===== config.mk =====
export PLATFORM = sky130hd
export DESIGN_NAME = cmd_decoder
export DESIGN_NICKNAME = d
export VERILOG_FILES = /design/src/rtl/cmd_pkg.sv /design/src/rtl/cs_sync.sv /design/src/rtl/cmd_decoder.sv
export SDC_FILE = /design/constraint.sdc
export NUM_CORES = 1
export LEC_CHECK = 0
export ABC_AREA = 1
export BUFFER_PORTS_ARGS = -buffer_cell sky130_fd_sc_hd__buf_2
export CAP_MARGIN = 40
export CORE_MARGIN = 5
export CORE_UTILIZATION = 50
export CTS_BUF_LIST = sky130_fd_sc_hd__clkbuf_4
export DETAILED_ROUTE_END_ITERATION = 8
export PLACE_DENSITY = 0.73
export SYNTH_ARGS = -nofsm -noshare
export SYNTH_HDL_FRONTEND = slang
export SYNTH_SLANG_ARGS = --single-unit

===== constraint.sdc =====
create_clock -name clk_in -period 1.9 [get_ports clk_in]
set_input_delay 0.38 -clock clk_in [delete_from_list [all_inputs] [get_ports clk_in]]
set_output_delay 0.38 -clock clk_in [all_outputs]
set_load 0.02 [all_outputs]

===== src/rtl/cmd_pkg.sv =====
// -----------------------------------------------------------------------------
// cmd_pkg
// Shared definitions for the SPI command decoder: the command byte values
// recognised at the start of a frame and the decoder FSM state encoding.
// -----------------------------------------------------------------------------
package cmd_pkg;

    // Command bytes, sent as the first byte of every chip-select frame
    localparam logic [7:0] CMD_CFG     = 8'h2A;
    localparam logic [7:0] CMD_PIX     = 8'h2B;
    localparam logic [7:0] CMD_REFRESH = 8'h2C;

    // Decoder states
    typedef enum logic [1:0] {
        IDLE    = 2'd0,
        CFG     = 2'd1,
        PIX     = 2'd2,
        DISCARD = 2'd3
    } state_t;

endpackage


===== src/rtl/cs_sync.sv =====
// -----------------------------------------------------------------------------
// cs_sync
// Brings the raw SPI chip select into the clock domain through two flops and
// flags the synchronised low-to-high transition (end of frame).
//
// Ports
//   clk_in    : system clock
//   rst_in    : asynchronous active-high reset, forces the chain to 1 (idle)
//   async_in  : raw chip select, asynchronous to clk_in
//   rise_out  : high for one cycle on the synchronised 0->1 transition
//   sync_out  : synchronised chip select
// -----------------------------------------------------------------------------
module cs_sync (
    input  logic clk_in,
    input  logic rst_in,
    input  logic async_in,
    output logic rise_out,
    output logic sync_out
);

    logic meta_q;
    logic sync_q;
    logic prev_q;

    // Two-flop synchroniser followed by a history flop for edge detection.
    // Reset value 1 matches an inactive (deselected) chip select, so leaving
    // reset never looks like an end-of-frame edge.
    always_ff @(posedge clk_in or posedge rst_in) begin
        if (rst_in) begin
            meta_q <= 1'b1;
            sync_q <= 1'b1;
            prev_q <= 1'b1;
        end else begin
            meta_q <= async_in;
            sync_q <= meta_q;
            prev_q <= sync_q;
        end
    end

    assign sync_out = sync_q;
    assign rise_out = sync_q & ~prev_q;

endmodule


===== src/rtl/cmd_decoder.sv =====
// -----------------------------------------------------------------------------
// cmd_decoder
// Decodes byte frames received over SPI. The first byte of a frame selects
// the command: configuration write, pixel stream into RAM, or refresh.
// Unknown commands raise an error pulse. Raising chip select ends the frame.
//
// Ports
//   clk_in          : system clock
//   rst_in          : asynchronous active-high reset
//   spi_cs_n_in     : raw SPI chip select, low while a frame is active
//   byte_rdy_in     : one-cycle strobe, byte_data_in valid
//   byte_data_in    : received byte
//   ram_wr_en_out   : pixel RAM write strobe
//   ram_wr_addr_out : pixel RAM write address (held between writes)
//   ram_wr_data_out : pixel RAM write data (held between writes)
//   cfg_data_out    : configuration register
//   cfg_wr_out      : one-cycle pulse when cfg_data_out is loaded
//   frame_done_out  : one-cycle refresh trigger
//   err_out         : one-cycle error pulse
// -----------------------------------------------------------------------------
module cmd_decoder
    import cmd_pkg::*;
#(
    parameter int         RAM_AW  = 10,
    parameter logic [7:0] CFG_RST = 8'h00
) (
    input  logic              clk_in,
    input  logic              rst_in,
    input  logic              spi_cs_n_in,
    input  logic              byte_rdy_in,
    input  logic [7:0]        byte_data_in,
    output logic              ram_wr_en_out,
    output logic [RAM_AW-1:0] ram_wr_addr_out,
    output logic [7:0]        ram_wr_data_out,
    output logic [7:0]        cfg_data_out,
    output logic              cfg_wr_out,
    output logic              frame_done_out,
    output logic              err_out
);

    localparam logic [RAM_AW:0] CNT_ONE = {{RAM_AW{1'b0}}, 1'b1};

    logic csRise;
    logic csSync;
    logic byteAccept;

    state_t            state_q,     state_d;
    logic [RAM_AW:0]   cnt_q,       cnt_d;
    logic              wrEn_q,      wrEn_d;
    logic [RAM_AW-1:0] wrAddr_q,    wrAddr_d;
    logic [7:0]        wrData_q,    wrData_d;
    logic [7:0]        cfg_q,       cfg_d;
    logic              cfgWr_q,     cfgWr_d;
    logic              frameDone_q, frameDone_d;
    logic              err_q,       err_d;

    cs_sync u_cs_sync (
        .clk_in   (clk_in),
        .rst_in   (rst_in),
        .async_in (spi_cs_n_in),
        .rise_out (csRise),
        .sync_out (csSync)
    );

    // Bytes count only while the frame is open. The cycle that sees the
    // chip-select edge still belongs to the frame, so a byte landing there
    // is processed before the return to IDLE.
    assign byteAccept = byte_rdy_in & (~csSync | csRise);

    // State and registered outputs
    always_ff @(posedge clk_in or posedge rst_in) begin
        if (rst_in) begin
            state_q     <= IDLE;
            cnt_q       <= '0;
            wrEn_q      <= 1'b0;
            wrAddr_q    <= '0;
            wrData_q    <= '0;
            cfg_q       <= CFG_RST;
            cfgWr_q     <= 1'b0;
            frameDone_q <= 1'b0;
            err_q       <= 1'b0;
        end else begin
            state_q     <= state_d;
            cnt_q       <= cnt_d;
            wrEn_q      <= wrEn_d;
            wrAddr_q    <= wrAddr_d;
            wrData_q    <= wrData_d;
            cfg_q       <= cfg_d;
            cfgWr_q     <= cfgWr_d;
            frameDone_q <= frameDone_d;
            err_q       <= err_d;
        end
    end

    // Next-state and output decode. Strobes default low so each is a single
    // cycle; address/data/config default to their held values.
    always_comb begin
        state_d     = state_q;
        cnt_d       = cnt_q;
        wrEn_d      = 1'b0;
        wrAddr_d    = wrAddr_q;
        wrData_d    = wrData_q;
        cfg_d       = cfg_q;
        cfgWr_d     = 1'b0;
        frameDone_d = 1'b0;
        err_d       = 1'b0;

        case (state_q)
            IDLE: begin
                if (byteAccept) begin
                    case (byte_data_in)
                        CMD_CFG: begin
                            state_d = CFG;
                        end
                        CMD_PIX: begin
                            state_d = PIX;
                            cnt_d   = '0;
                        end
                        CMD_REFRESH: begin
                            state_d     = DISCARD;
                            frameDone_d = 1'b1;
                        end
                        default: begin
                            state_d = DISCARD;
                            err_d   = 1'b1;
                        end
                    endcase
                end
            end

            CFG: begin
                if (byteAccept) begin
                    cfg_d   = byte_data_in;
                    cfgWr_d = 1'b1;
                    state_d = DISCARD;
                end
            end

            PIX: begin
                if (byteAccept) begin
                    // The counter's top bit set means the RAM is full
                    if (cnt_q[RAM_AW]) begin
                        err_d = 1'b1;
                    end else begin
                        wrEn_d   = 1'b1;
                        wrAddr_d = cnt_q[RAM_AW-1:0];
                        wrData_d = byte_data_in;
                        cnt_d    = cnt_q + CNT_ONE;
                    end
                end
            end

            default: begin
            end
        endcase

        // End of frame overrides the state; the nonzero test uses cnt_d so a
        // pixel written in this same cycle counts toward the refresh.
        if (csRise) begin
            state_d = IDLE;
            if ((state_q == PIX) && (cnt_d != '0)) begin
                frameDone_d = 1'b1;
            end
        end
    end

    assign ram_wr_en_out   = wrEn_q;
    assign ram_wr_addr_out = wrAddr_q;
    assign ram_wr_data_out = wrData_q;
    assign cfg_data_out    = cfg_q;
    assign cfg_wr_out      = cfgWr_q;
    assign frame_done_out  = frameDone_q;
    assign err_out         = err_q;

endmodule


After elaboration in Yosys (flattened, before gate mapping) --
Index checks and enable logic that the tools add are counted.
Word-level totals: bits in registers 46, input bits 12, output and inout bits 30, logic and storage cells 59
Operators by class: add/sub/neg operators 1, equality and inequality tests 7, multiplexer cells 25, bitwise gates (word level) 6, reductions and logical operators 8
Operators with widths (count):
- 11-bit two-way mux | 4
- 8-bit by 6-bit == test with 1-bit output, second input constant | 3
- 11-bit case mux with 2 select lines | 1
- 1-bit two-way mux | 14
- 11-bit by 1-bit adder with 11-bit output, second input constant | 1
- 11-bit nonzero test | 1
- 2-bit case mux with 2 select lines | 2
- 2-bit two-way mux | 3
- 3-bit != test, second input constant | 2
- 3-bit AND reduction | 2
- 1-bit NOT | 3
- 3-bit nonzero test | 1
- 3-bit OR reduction | 1
- 1-bit AND | 2
- 2-bit by 1-bit == test with 1-bit output, second input constant | 1
- 2-bit == test, second input constant | 1
- 2-bit zero test | 1
- 1-bit case mux with 2 select lines | 1
- 2-bit AND reduction | 1
- 1-bit logical AND | 1
- 1-bit bitwise OR | 1

Logic depth before layout (Yosys ltp) --
Gate-level depths: netlist (run 1).
depth after elaboration 10, gate-level depth with buffers 14, gate-level depth less buffers 14

Cells and area by module --
A second synthesis (run 1) with hierarchy kept.
Unflattened totals: cells, all modules 253, area total of the unflattened synthesis 2157.1 um^2
By module, submodules not included:
- cmd_decoder | instances 1, cells an instance 247, area each 2064.5 um^2, seq. area each 1076.0 um^2
- cs_sync | instances 1, cells an instance 6, area each 92.6 um^2, seq. area each 78.8 um^2

Worst setup path before layout (run 1) --
No wires, ideal clock.
kind register -> register, start register u_cs_sync.prev_q, end register frameDone_q, in the netlist frame_done_out, library setup time 0.117 ns, arrival time 1.422 ns, data required time 1.783 ns, path slack 0.361 ns, stages on the path, launching flop included 13, buffers on the path 1, clock period less this slack 1.539 ns, cell sequence dfstp_2 nand2_2 nand2_2 nor2_4 nand2_4 buf_6 nor3_1 a21oi_1 nand2_1 nor2_2 nand2_1 nand2_1 nand2_1
On the way: word-level cells in the longest chain between the ends 10, elaborated cells between the ends (all ways) 13, classes of those cells mux: 7; bitwise: 4; reduce/logical: 2
Ends and longest elaborated chain:
- start: declaration | line cs_sync.sv:23 | logic prev_q;
- start signal: assignment | line cs_sync.sv:36 | prev_q <= sync_q;
- 1-bit NOT * | line cs_sync.sv:41 | assign rise_out = sync_q & ~prev_q;
- 1-bit AND * | line cs_sync.sv:41
- 1-bit bitwise OR | line cmd_decoder.sv:68 | assign byteAccept = byte_rdy_in & (~csSync | csRise);
- 1-bit AND | line cmd_decoder.sv:68
- 11-bit two-way mux, on equally long branches | line cmd_decoder.sv:140, cmd_decoder.sv:110
- 11-bit case mux with 2 select lines | line cmd_decoder.sv:108 | case (state_q)
- 11-bit nonzero test | line cmd_decoder.sv:161 | if ((state_q == PIX) && (cnt_d != '0)) begin
- 1-bit logical AND | line cmd_decoder.sv:161
- 1-bit two-way mux | line cmd_decoder.sv:161
- 1-bit two-way mux * | line cmd_decoder.sv:159 | if (csRise) begin
- net frameDone_d | line cmd_decoder.sv:54 | logic frameDone_q, frameDone_d;
- end signal: assignment | line cmd_decoder.sv:90 | frameDone_q <= frameDone_d;
- end: declaration | line cmd_decoder.sv:54
The timed path passes the listed nets; every way through them passes the cells marked *. A chain may end at the register's enable or synchronous reset.

Worst setup path in the final report (run 1) --
start register cnt_q[1], end register frameDone_q, in the netlist frame_done_out
On the way: word-level cells in the longest chain between the ends 8, elaborated cells between the ends (all ways) 10, classes of those cells add/sub: 1; mux: 7; reduce/logical: 2
Ends and longest elaborated chain:
- start: declaration | line cmd_decoder.sv:48 | logic [RAM_AW:0] cnt_q, cnt_d;
- start signal: assignment | line cmd_decoder.sv:84 | cnt_q <= cnt_d;
- 11-bit by 1-bit adder with 11-bit output | line cmd_decoder.sv:148 | cnt_d = cnt_q + CNT_ONE;
- 11-bit two-way mux | line cmd_decoder.sv:142 | if (cnt_q[RAM_AW]) begin
- 11-bit two-way mux | line cmd_decoder.sv:140 | if (byteAccept) begin
- 11-bit case mux with 2 select lines * | line cmd_decoder.sv:108
- 11-bit nonzero test * | line cmd_decoder.sv:161
- 1-bit logical AND * | line cmd_decoder.sv:161
- 1-bit two-way mux * | line cmd_decoder.sv:161
- 1-bit two-way mux * | line cmd_decoder.sv:159
- net frameDone_d | line cmd_decoder.sv:54
Marks and branches as above.

==> flow_summary.json, run 1 <==
{
  "status": "completed",
  "critPathLaunchType": "flop",
  "cp.arrival_ps": 2020,
  "maxCapViolCount": 0,
  "final_core_util": 0.622,
  "ir_worst_vdd_mv": 0.416,
  "rows": 23,
  "synthToLayoutAreaGrowth_pct": 18.2,
  "synthDominantAreaCellType": "dfrtp_1",
  "cts-root-buf": "clkbuf_4",
  "r2r-start": "cnt_q[1]",
  "fp.dieH_um": 75.4,
  "final_area_um2": 2520,
  "path_cells": "ha_4, nand3_2, nor2_2, inv_2, nor2_2, o21ai_0, a21oi_1, nand2_1, nor2_2, nand2_1, nand2_1, nand2_1",
  "cp_max_fo": 4,
  "dp_hpwl_um": 3680,
  "max_stage_delay_ps": 480,
  "drtIter0Drc": 100,
  "end_kind": "flop",
  "fin_nets": 319,
  "synth_top_area_frac": 0.504,
  "nFillCells": 389,
  "grt_pass1_wl_um": 7960,
  "crit_type": "flop to flop",
  "fin_crit_sh": 0.925,
  "antenna_found_initial": 0,
  "grt_pass1_vias": 1671,
  "yosys_warnings": 0,
  "worstMarginPinSlew_ps": 480,
  "cts.reportedPaths.clkPinSlew_ps": 140,
  "r2r_slack_ps": 140,
  "clk-insertion-delay-late_ps": 360,
  "worst_r2r_path_depth": 12,
  "slowest_stage": "dfrtp_1",
  "start_util": 0.526,
  "fin_setup_tns_ps": 0,
  "htreeDepth": 2,
  "setup_viol": 0,
  "postCtsHoldBufs": 0,
  "leakagePower_nw": 1.38,
  "cts_buffer_depth": 2,
  "postRouteAntennaNets": 0,
  "vias": 1744,
  "io_buffers": 41,
  "yosys-top-cells-area": "dfrtp_1 (50%), nand2_1 (13%), inv_1 (4.9%)",
  "ys_seq_area_frac": 0.541,
  "required_ps": 2160,
  "wl_per_cell_um": 13.3,
  "drive_above_1_share": 0.280,
  "synth_cell_types": 27,
  "drc": 0,
  "power_density_nw_per_um2": 814,
  "viasPerCell": 4.89,
  "hold_viol_final": 0,
  "synth_area_um2": 2140,
  "crit_buf_inv": 1,
  "cts_tree": "yes",
  "hold_class": "input pin to async pin",
  "cts.sinks": 46,
  "layout_min_cycle_time_ps": 1760,
  "grt-ovfl-total": 0,
  "die_w_um": 75.4,
  "pin_count": 42,
  "syn_nets": 268,
  "slew_viol_final": 0,
  "critical_path.top_delay_family": "simple AND/OR/NAND/NOR gates",
  "slew_headroom": 0.680,
  "die_area_um2": 5680,
  "fin_skew_ps": 8.90,
  "crit_top_cell": "nand2_1",
  "max_freq_mhz": 569,
  "ys_seq_elements": 46,
  "tritoncts.num_buffers": 5,
  "wl_um": 4750,
  "first_pass_iters": 4,
  "place_congestion": 0.897,
  "grtUsageTotal": 0.185,
  "core_area_um2": 4060,
  "grt_max_degree": 27,
  "r2r-end": "frame_done_out",
  "diodes": 0,
  "place_area_um2": 2430,
  "netlist_instances": 255,
  "rsz0062_at_grt": "false",
  "postSynthAreaPerCell_um2": 8.38
}
-- kinds of logic after synthesis --
kind of cell / after synthesis / synth area share
AO/OA/AOI/OAI: 28 / 0.0656
adder cells (fa/ha/maj): 1 / 0.00586
buffers and inverters: 37 / 0.0709
AND/OR/NAND/NOR: 143 / 0.317
flip-flops: 46 / 0.541
-- area by class of cell --
cell class / instances / area, µm² / area share
Clock buffer: 5 / 37.5 / 0.0149
Clock inverter: 3 / 16.3 / 0.00645
Inverter: 32 / 123 / 0.0486
Multi-Input combinational cell: 172 / 851 / 0.337
Sequential cell: 46 / 1160 / 0.458
Tap cell: 50 / 62.6 / 0.0248
Timing Repair Buffer: 49 / 278 / 0.110
-- flip-flops by register name, indices dropped and copies added, names as in the netlist --
signal / flops
cnt_q: 11
ram_wr_addr_out: 10
cfg_data_out: 8
ram_wr_data_out: 8
state_q: 2
cfg_wr_out: 1
err_out: 1
frame_done_out: 1
ram_wr_en_out: 1
u_cs_sync.meta_q: 1
u_cs_sync.prev_q: 1
u_cs_sync.sync_out: 1
-- layout by cell type, fill, tap and decap left out, drive strengths merged, types with 5 or more instances in the layout --
cell type	Yosys	layout
o21ai	20	20
inv	32	32
nand2	80	80
dfrtp	43	43
nor3	5	5
nand3	16	16
buf	3	49
clkbuf	2	5
nor2	34	34
a21oi	8	8
-- power by group --
| group | switching [W] | total [W] | internal, W |
|---|---|---|---|
| Sequential | 0.0000676 | 0.00115 | 0.00108 |
| Clock | 0.000314 | 0.000452 | 0.000138 |
| Combinational | 0.000299 | 0.000451 | 0.000152 |
-- through the flow --
stage	hold slack (ps)	power, W	setup slack [ps]	instances
2_1_floorplan	345	0.00145	361	255
3_3_place_gp	351	0.00160	148	347
3_5_place_dp	347	0.00161	122	347
4_1_cts	35.4	0.00205	109	355
5_1_grt	52.5	0.00217	4.75	357
6_report	19.3	0.00205	143	357
-- per-layer routing --
layer  share of wire  up-vias  global-route usage
met3           0.055        5              0.0409
met4          0.0086        0              0.0408
li1                -      901                   -
met1            0.48      805               0.267
met5               0        -                   0
met2            0.45       33               0.289
-- cells in the mapped netlist --
cell      instances
nand2_1          72
dfrtp_1          43
inv_1            28
nor2_1           26
o21ai_0          20
nand3_1          14
a21oi_1           8
nand2_2           5
nor3_1            5
nor2_2            4
nor2_4            4
dfstp_2           3
inv_2             3
nand2_4           3
nand4_1           3
buf_2             2
clkbuf_1          2
and2_1            1
buf_6             1
ha_1              1
inv_4             1
nand3_2           1
nand3_4           1
nand3b_1          1
nor4_1            1
or2_1             1
or2_2             1
-- worst max-delay path by stage --
stage / from / to / slack, ps / depth (start not counted)
finish: cnt_q[1] / frame_done_out / 140 / 12
global route: cnt_q[1] / frame_done_out / 5 / 12
CTS: u_cs_sync.prev_q / frame_done_out / 110 / 12
detailed placement: byte_data_in[2] / frame_done_out / 120 / 13
global placement: u_cs_sync.prev_q / frame_done_out / 150 / 12
floorplan: u_cs_sync.prev_q / frame_done_out / 360 / 12
-- repair_timing --
action	CTS	global route
resized for setup	0	5
buffers inserted	0	2
endpoints found under the setup margin	0	1
No activity file was read; power rests on OpenSTA's default activity.
==> inputs of run 2 (changes only) <==
--- a/config.mk
+++ b/config.mk
@@ -15,4 +15,5 @@
 export PLACE_DENSITY = 0.73
 export SYNTH_ARGS = -nofsm -noshare
 export SYNTH_HDL_FRONTEND = slang
+export SYNTH_HIERARCHICAL = 1
 export SYNTH_SLANG_ARGS = --single-unit
==> flow_summary.json, run 2 <==
{
  "cts.reportedPaths.clkPinSlew_ps": 130,
  "critPathLaunchType": "flop",
  "grt_pass1_vias": 1618,
  "cp.arrival_ps": 2150,
  "crit_top_cell": "nand2_1",
  "maxCapViolCount": 0,
  "hold_viol_final": 0,
  "max_freq_mhz": 535,
  "drive_above_1_share": 0.289,
  "postRouteAntennaNets": 0,
  "fin_skew_ps": 10.9,
  "die_w_um": 75.7,
  "dp_hpwl_um": 3400,
  "drtIter0Drc": 124,
  "diodes": 0,
  "place_congestion": 0.881,
  "die_area_um2": 5730,
  "yosys_warnings": 6,
  "netlist_instances": 253,
  "fp.dieH_um": 75.7,
  "layout_commonest_cell": "nand2_1",
  "worstMarginPinSlew_ps": 533,
  "fin_nets": 313,
  "ir_worst_vdd_mv": 0.577,
  "start_util": 0.528,
  "fin_setup_tns_ps": 0,
  "cts_setup_buffers": 0,
  "io_buffers": 41,
  "synth_cell_types": 27,
  "postSynthAreaPerCell_um2": 8.53,
  "final_core_util": 0.611,
  "critical_path.top_delay_family": "simple AND/OR/NAND/NOR gates",
  "clk-insertion-delay-late_ps": 380,
  "grt-ovfl-total": 0,
  "ys.flop_type": "dfrtp_1",
  "required_ps": 2180,
  "mostFrequentLayoutCells": "nand2_1 (69), dfrtp_1 (43), buf_2 (41)",
  "drc": 0,
  "crit_type": "flop to flop",
  "slowest_stage": "dfstp_2",
  "rsz0062_at_grt": "true",
  "grtUsageTotal": 0.178,
  "tritoncts.num_buffers": 5,
  "syn_nets": 266,
  "slew_headroom": 0.645,
  "pin_count": 42,
  "async_flop_share": 1.00,
  "cts-root-buf": "clkbuf_4",
  "wl_per_cell_um": 13.1,
  "largest-register": "cnt_q",
  "synth-edff-count": 0,
  "synth_top_area_frac": 0.499,
  "viasPerCell": 4.92,
  "regArea_um2": 1150,
  "vias": 1726,
  "nFillCells": 385,
  "fin_crit_sh": 0.983,
  "ys_seq_area_frac": 0.535,
  "crit_buf_inv": 3,
  "htreeDepth": 2,
  "path_cells": "inv_2, nor2_4, inv_2, nand2_4, nand3_4, nor2_4, inv_2, nand2_1, nand2_1, a21oi_2, nand2_1, nor2_1, nand2_1, nand2_1, nand2_1",
  "yosys-top-cells-count": "nand2_1 (70), dfrtp_1 (43), inv_1 (34), o21ai_0 (28), nand3_1 (15)",
  "setup_viol": 0,
  "wl_um": 4590,
  "largest_register_ffs": 11,
  "grt_pass1_wl_um": 7500,
  "ys_seq_elements": 46,
  "postCtsHoldBufs": 0,
  "slew_viol_final": 0,
  "first_pass_iters": 4,
  "synthToLayoutAreaGrowth_pct": 15.7,
  "status": "completed",
  "cts_tree": "yes",
  "cp_max_fo": 7,
  "multi_input_area_um2": 828,
  "layout_min_cycle_time_ps": 1870,
  "core_area_um2": 4090,
  "rows": 23,
  "cts.sinks": 46,
  "max_stage_delay_ps": 560,
  "grt_max_degree": 44,
  "synthDominantAreaCellType": "dfrtp_1",
  "synth_area_um2": 2160,
  "yosysMostFrequentCell": "nand2_1",
  "cts_buffer_depth": 2,
  "end_kind": "flop",
  "yosys-top-cells-area": "dfrtp_1 (50%), nand2_1 (12%), o21ai_0 (6.5%)",
  "leakagePower_nw": 1.39,
  "power_density_nw_per_um2": 850,
  "hold_class": "input pin to async pin",
  "antenna_found_initial": 0
}
==> run 2: cell count changes after synthesis, sizes merged, moves of 2 or more <==
cell,delta
inv,+9
or2,-2
o21ai,+10
nand2,-5
nor2,-13
a21oi,-2
nand3,+2
==> run 2: through the flow <==
stage	power [W]	setup WS (ps)	instances	hold WS [ps]	instance area [µm²]
after floorplan	0.00150	161	253	313	2160
after global placement	0.00166	-19.1	343	352	2420
after detailed placement	0.00167	-27.2	343	351	2420
after CTS	0.00214	6.64	351	19.9	2490
after global routing	0.00225	-147	351	24.3	2500
final	0.00212	32.2	351	24.5	2500
==> run 2: cell families after synthesis <==
logic type	after synthesis	share of synthesized area
AND/OR/NAND/NOR	124	0.282
buffers and inverters	46	0.0882
flip-flops	46	0.535
AO/OA/AOI/OAI	36	0.0887
adder cells (fa/ha/maj)	1	0.00580
==> run 2: layout make-up <==
type	instances	area share
sequential	46	0.463
multi-input combinational	161	0.332
inverter	41	0.0627
clock buffer	5	0.0150
clock inverter	3	0.00852
tap	50	0.0251
timing repair buffer	45	0.0942
==> run 2: worst register-to-register path, stage by stage, from the launching register on <==
cell and delay [ps]:
dfstp_2 560, inv_2 40, nor2_4 80, inv_2 60, nand2_4 80, nand3_4 140
nor2_4 180, inv_2 50, nand2_1 50, nand2_1 60, a21oi_2 140, nand2_1 70
nor2_1 110, nand2_1 60, nand2_1 50, nand2_1 40
==> run 2: layer usage <==
layer	routed length, µm	vias to the layer above	track usage
met5	0	-	0
met4	80	0	0.0757
met3	295	6	0.0396
met2	2120	40	0.280
met1	2090	796	0.237
li1	-	884	-
==> run 2: path summary, 6_finish.rpt <==
path	start	end	slack, ps	cells after the start
min reg2reg	u_cs_sync/meta_q	u_cs_sync/sync_out	370	0
min	rst_in	u_cs_sync/meta_q	20	2
max	u_cs_sync/sync_out	frame_done_out	30	15
max reg2reg	u_cs_sync/sync_out	frame_done_out	30	15
min in group clk_in	spi_cs_n_in	u_cs_sync/meta_q	80	1
max in group asynchronous	rst_in	ram_wr_addr_out[6]	1410	3
==> run 2: what timing repair did <==
item,in CTS,in global routing
gates resized for setup,3,3
endpoints found under the setup margin,1,8
hold endpoints to repair,0,0
==> run 2: power breakdown <==
part	internal, W	switching (W)	total [W]
registers	0.00109	0.0000751	0.00117
clock network	0.000144	0.000332	0.000476
logic	0.000155	0.000324	0.000479
==> inputs of run 3 (changes only) <==
--- a/config.mk
+++ b/config.mk
@@ -13,6 +13,7 @@
 export CTS_BUF_LIST = sky130_fd_sc_hd__clkbuf_4
 export DETAILED_ROUTE_END_ITERATION = 8
 export PLACE_DENSITY = 0.73
+export RECOVER_POWER = 25
 export SYNTH_ARGS = -nofsm -noshare
 export SYNTH_HDL_FRONTEND = slang
 export SYNTH_HIERARCHICAL = 1
==> flow_summary.json, run 3 (synthesized netlist as in run 2, its figures left out) <==
{
  "die_area_um2": 5730,
  "dp_hpwl_um": 3400,
  "ir_worst_vdd_mv": 0.577,
  "postRouteAntennaNets": 0,
  "drive_above_1_share": 0.289,
  "drc": 0,
  "largest-register": "cnt_q",
  "hold_viol_final": 0,
  "maxCapViolCount": 0,
  "worstMarginPinSlew_ps": 1050,
  "largest_register_ffs": 11,
  "power_density_nw_per_um2": 851,
  "setup.worst_path.start": "u_cs_sync/sync_out",
  "drtIter0Drc": 124,
  "start_util": 0.528,
  "crit_type": "flop to flop",
  "cts-root-buf": "clkbuf_4",
  "fin_nets": 313,
  "postCtsHoldBufs": 0,
  "end_kind": "flop",
  "core_area_um2": 4090,
  "path_cells": "inv_2, nor2_4, inv_2, nand2_4, nand3_4, nor2_4, inv_2, nand2_1, nand2_1, a21oi_2, nand2_1, nor2_1, nand2_1, nand2_1, nand2_1",
  "slew_headroom": 0.302,
  "viasPerCell": 4.92,
  "first_pass_iters": 4,
  "layout_setup_ws_ps": 32.2,
  "cts.sinks": 46,
  "grtUsageTotal": 0.178,
  "rows": 23,
  "r2r-start": "u_cs_sync/sync_out",
  "mostFrequentLayoutCells": "nand2_1 (69), dfrtp_1 (43), buf_2 (41)",
  "fin_skew_ps": 10.9,
  "cts_buffer_depth": 2,
  "max_freq_mhz": 535,
  "hold_class": "input pin to async pin",
  "cp_max_fo": 7,
  "tritoncts.num_buffers": 5,
  "cts_resized": 3,
  "die_w_um": 75.7,
  "cp.arrival_ps": 2150,
  "grt.busiest_layer": "met2",
  "place_congestion": 0.881,
  "slew_viol_final": 0,
  "pre_cts_ws_ps": -27.2,
  "cts.reportedPaths.clkPinSlew_ps": 130,
  "layout_commonest_cell": "nand2_1",
  "antenna_found_initial": 0,
  "diodes": 0,
  "htreeDepth": 2,
  "crit_top_cell": "nand2_1",
  "slowest_stage": "dfstp_2",
  "setup_viol": 0,
  "grt_pass1_wl_um": 7500,
  "status": "completed",
  "layout_min_cycle_time_ps": 1870,
  "wl_per_cell_um": 13.1,
  "nFillCells": 386,
  "grt_max_degree": 44,
  "use_met3": 0.0396,
  "synthToLayoutAreaGrowth_pct": 15.6,
  "cts_tree": "yes",
  "fin_setup_tns_ps": 0,
  "clk-insertion-delay-late_ps": 380,
  "wl_um": 4590,
  "fin_crit_sh": 0.983,
  "grt_pass1_vias": 1618,
  "use_met2": 0.280,
  "rsz0062_at_grt": "true",
  "critical_path.top_delay_family": "simple AND/OR/NAND/NOR gates",
  "required_ps": 2180,
  "gr-usage-met1": 0.237,
  "max_stage_delay_ps": 560,
  "leakagePower_nw": 1.39,
  "io_buffers": 41,
  "grt-ovfl-total": 0,
  "vias": 1726,
  "pin_count": 42,
  "fp.dieH_um": 75.7,
  "crit_buf_inv": 3,
  "critPathLaunchType": "flop",
  "cts_setup_buffers": 0
}
## run 3: changes by cell type in the layout (fill, tap and decap cells not counted), sizes merged
cell	before	now
buf	45	44
clkbuf	5	6
## run 3: metal layers
metal	part of all wire	routed length, µm
met1	0.46	2090
met2	0.46	2120
met3	0.064	295
met4	0.017	80
met5	0	0
## run 3: power breakdown
group	switching [W]	internal, W	total, W
logic	0.000324	0.000154	0.000478
registers	0.0000751	0.00109	0.00117
clock network	0.000332	0.000144	0.000476
total	0.000731	0.00139	0.00212
## run 3: cell type report
cell class              count  area [µm²]  area share
inverters                  41         156      0.0627
flip-flops and latches     46        1150       0.463
clock buffers               5        37.5      0.0151
clock inverters             3        21.3     0.00853
well taps                  50        62.6      0.0251
multi-input cells         161         828       0.332
repair buffers             45         233      0.0933
## run 3: through the flow
step                       util  hold WS [ps]  instance area (µm²)  power [W]  cells
after floorplan               -           313                 2160    0.00150    253
final                     0.610          24.5                 2490    0.00212    351
after detailed placement  0.592           351                 2420    0.00167    343
after CTS                 0.610          19.9                 2490    0.00214    351
after global routing      0.610          24.3                 2490    0.00225    351
after global placement    0.592           352                 2420    0.00166    343
## run 3: worst paths after layout
path                                       to  slack (ps)  cells past startpoint
setup reg to reg               frame_done_out          30                     15
min in group clk_in          u_cs_sync/meta_q          80                      1
max in group asynchronous  ram_wr_addr_out[6]         950                      3
hold reg to reg            u_cs_sync/sync_out         370                      0
setup / recovery               frame_done_out          30                     15
hold / removal               u_cs_sync/meta_q          20                      2
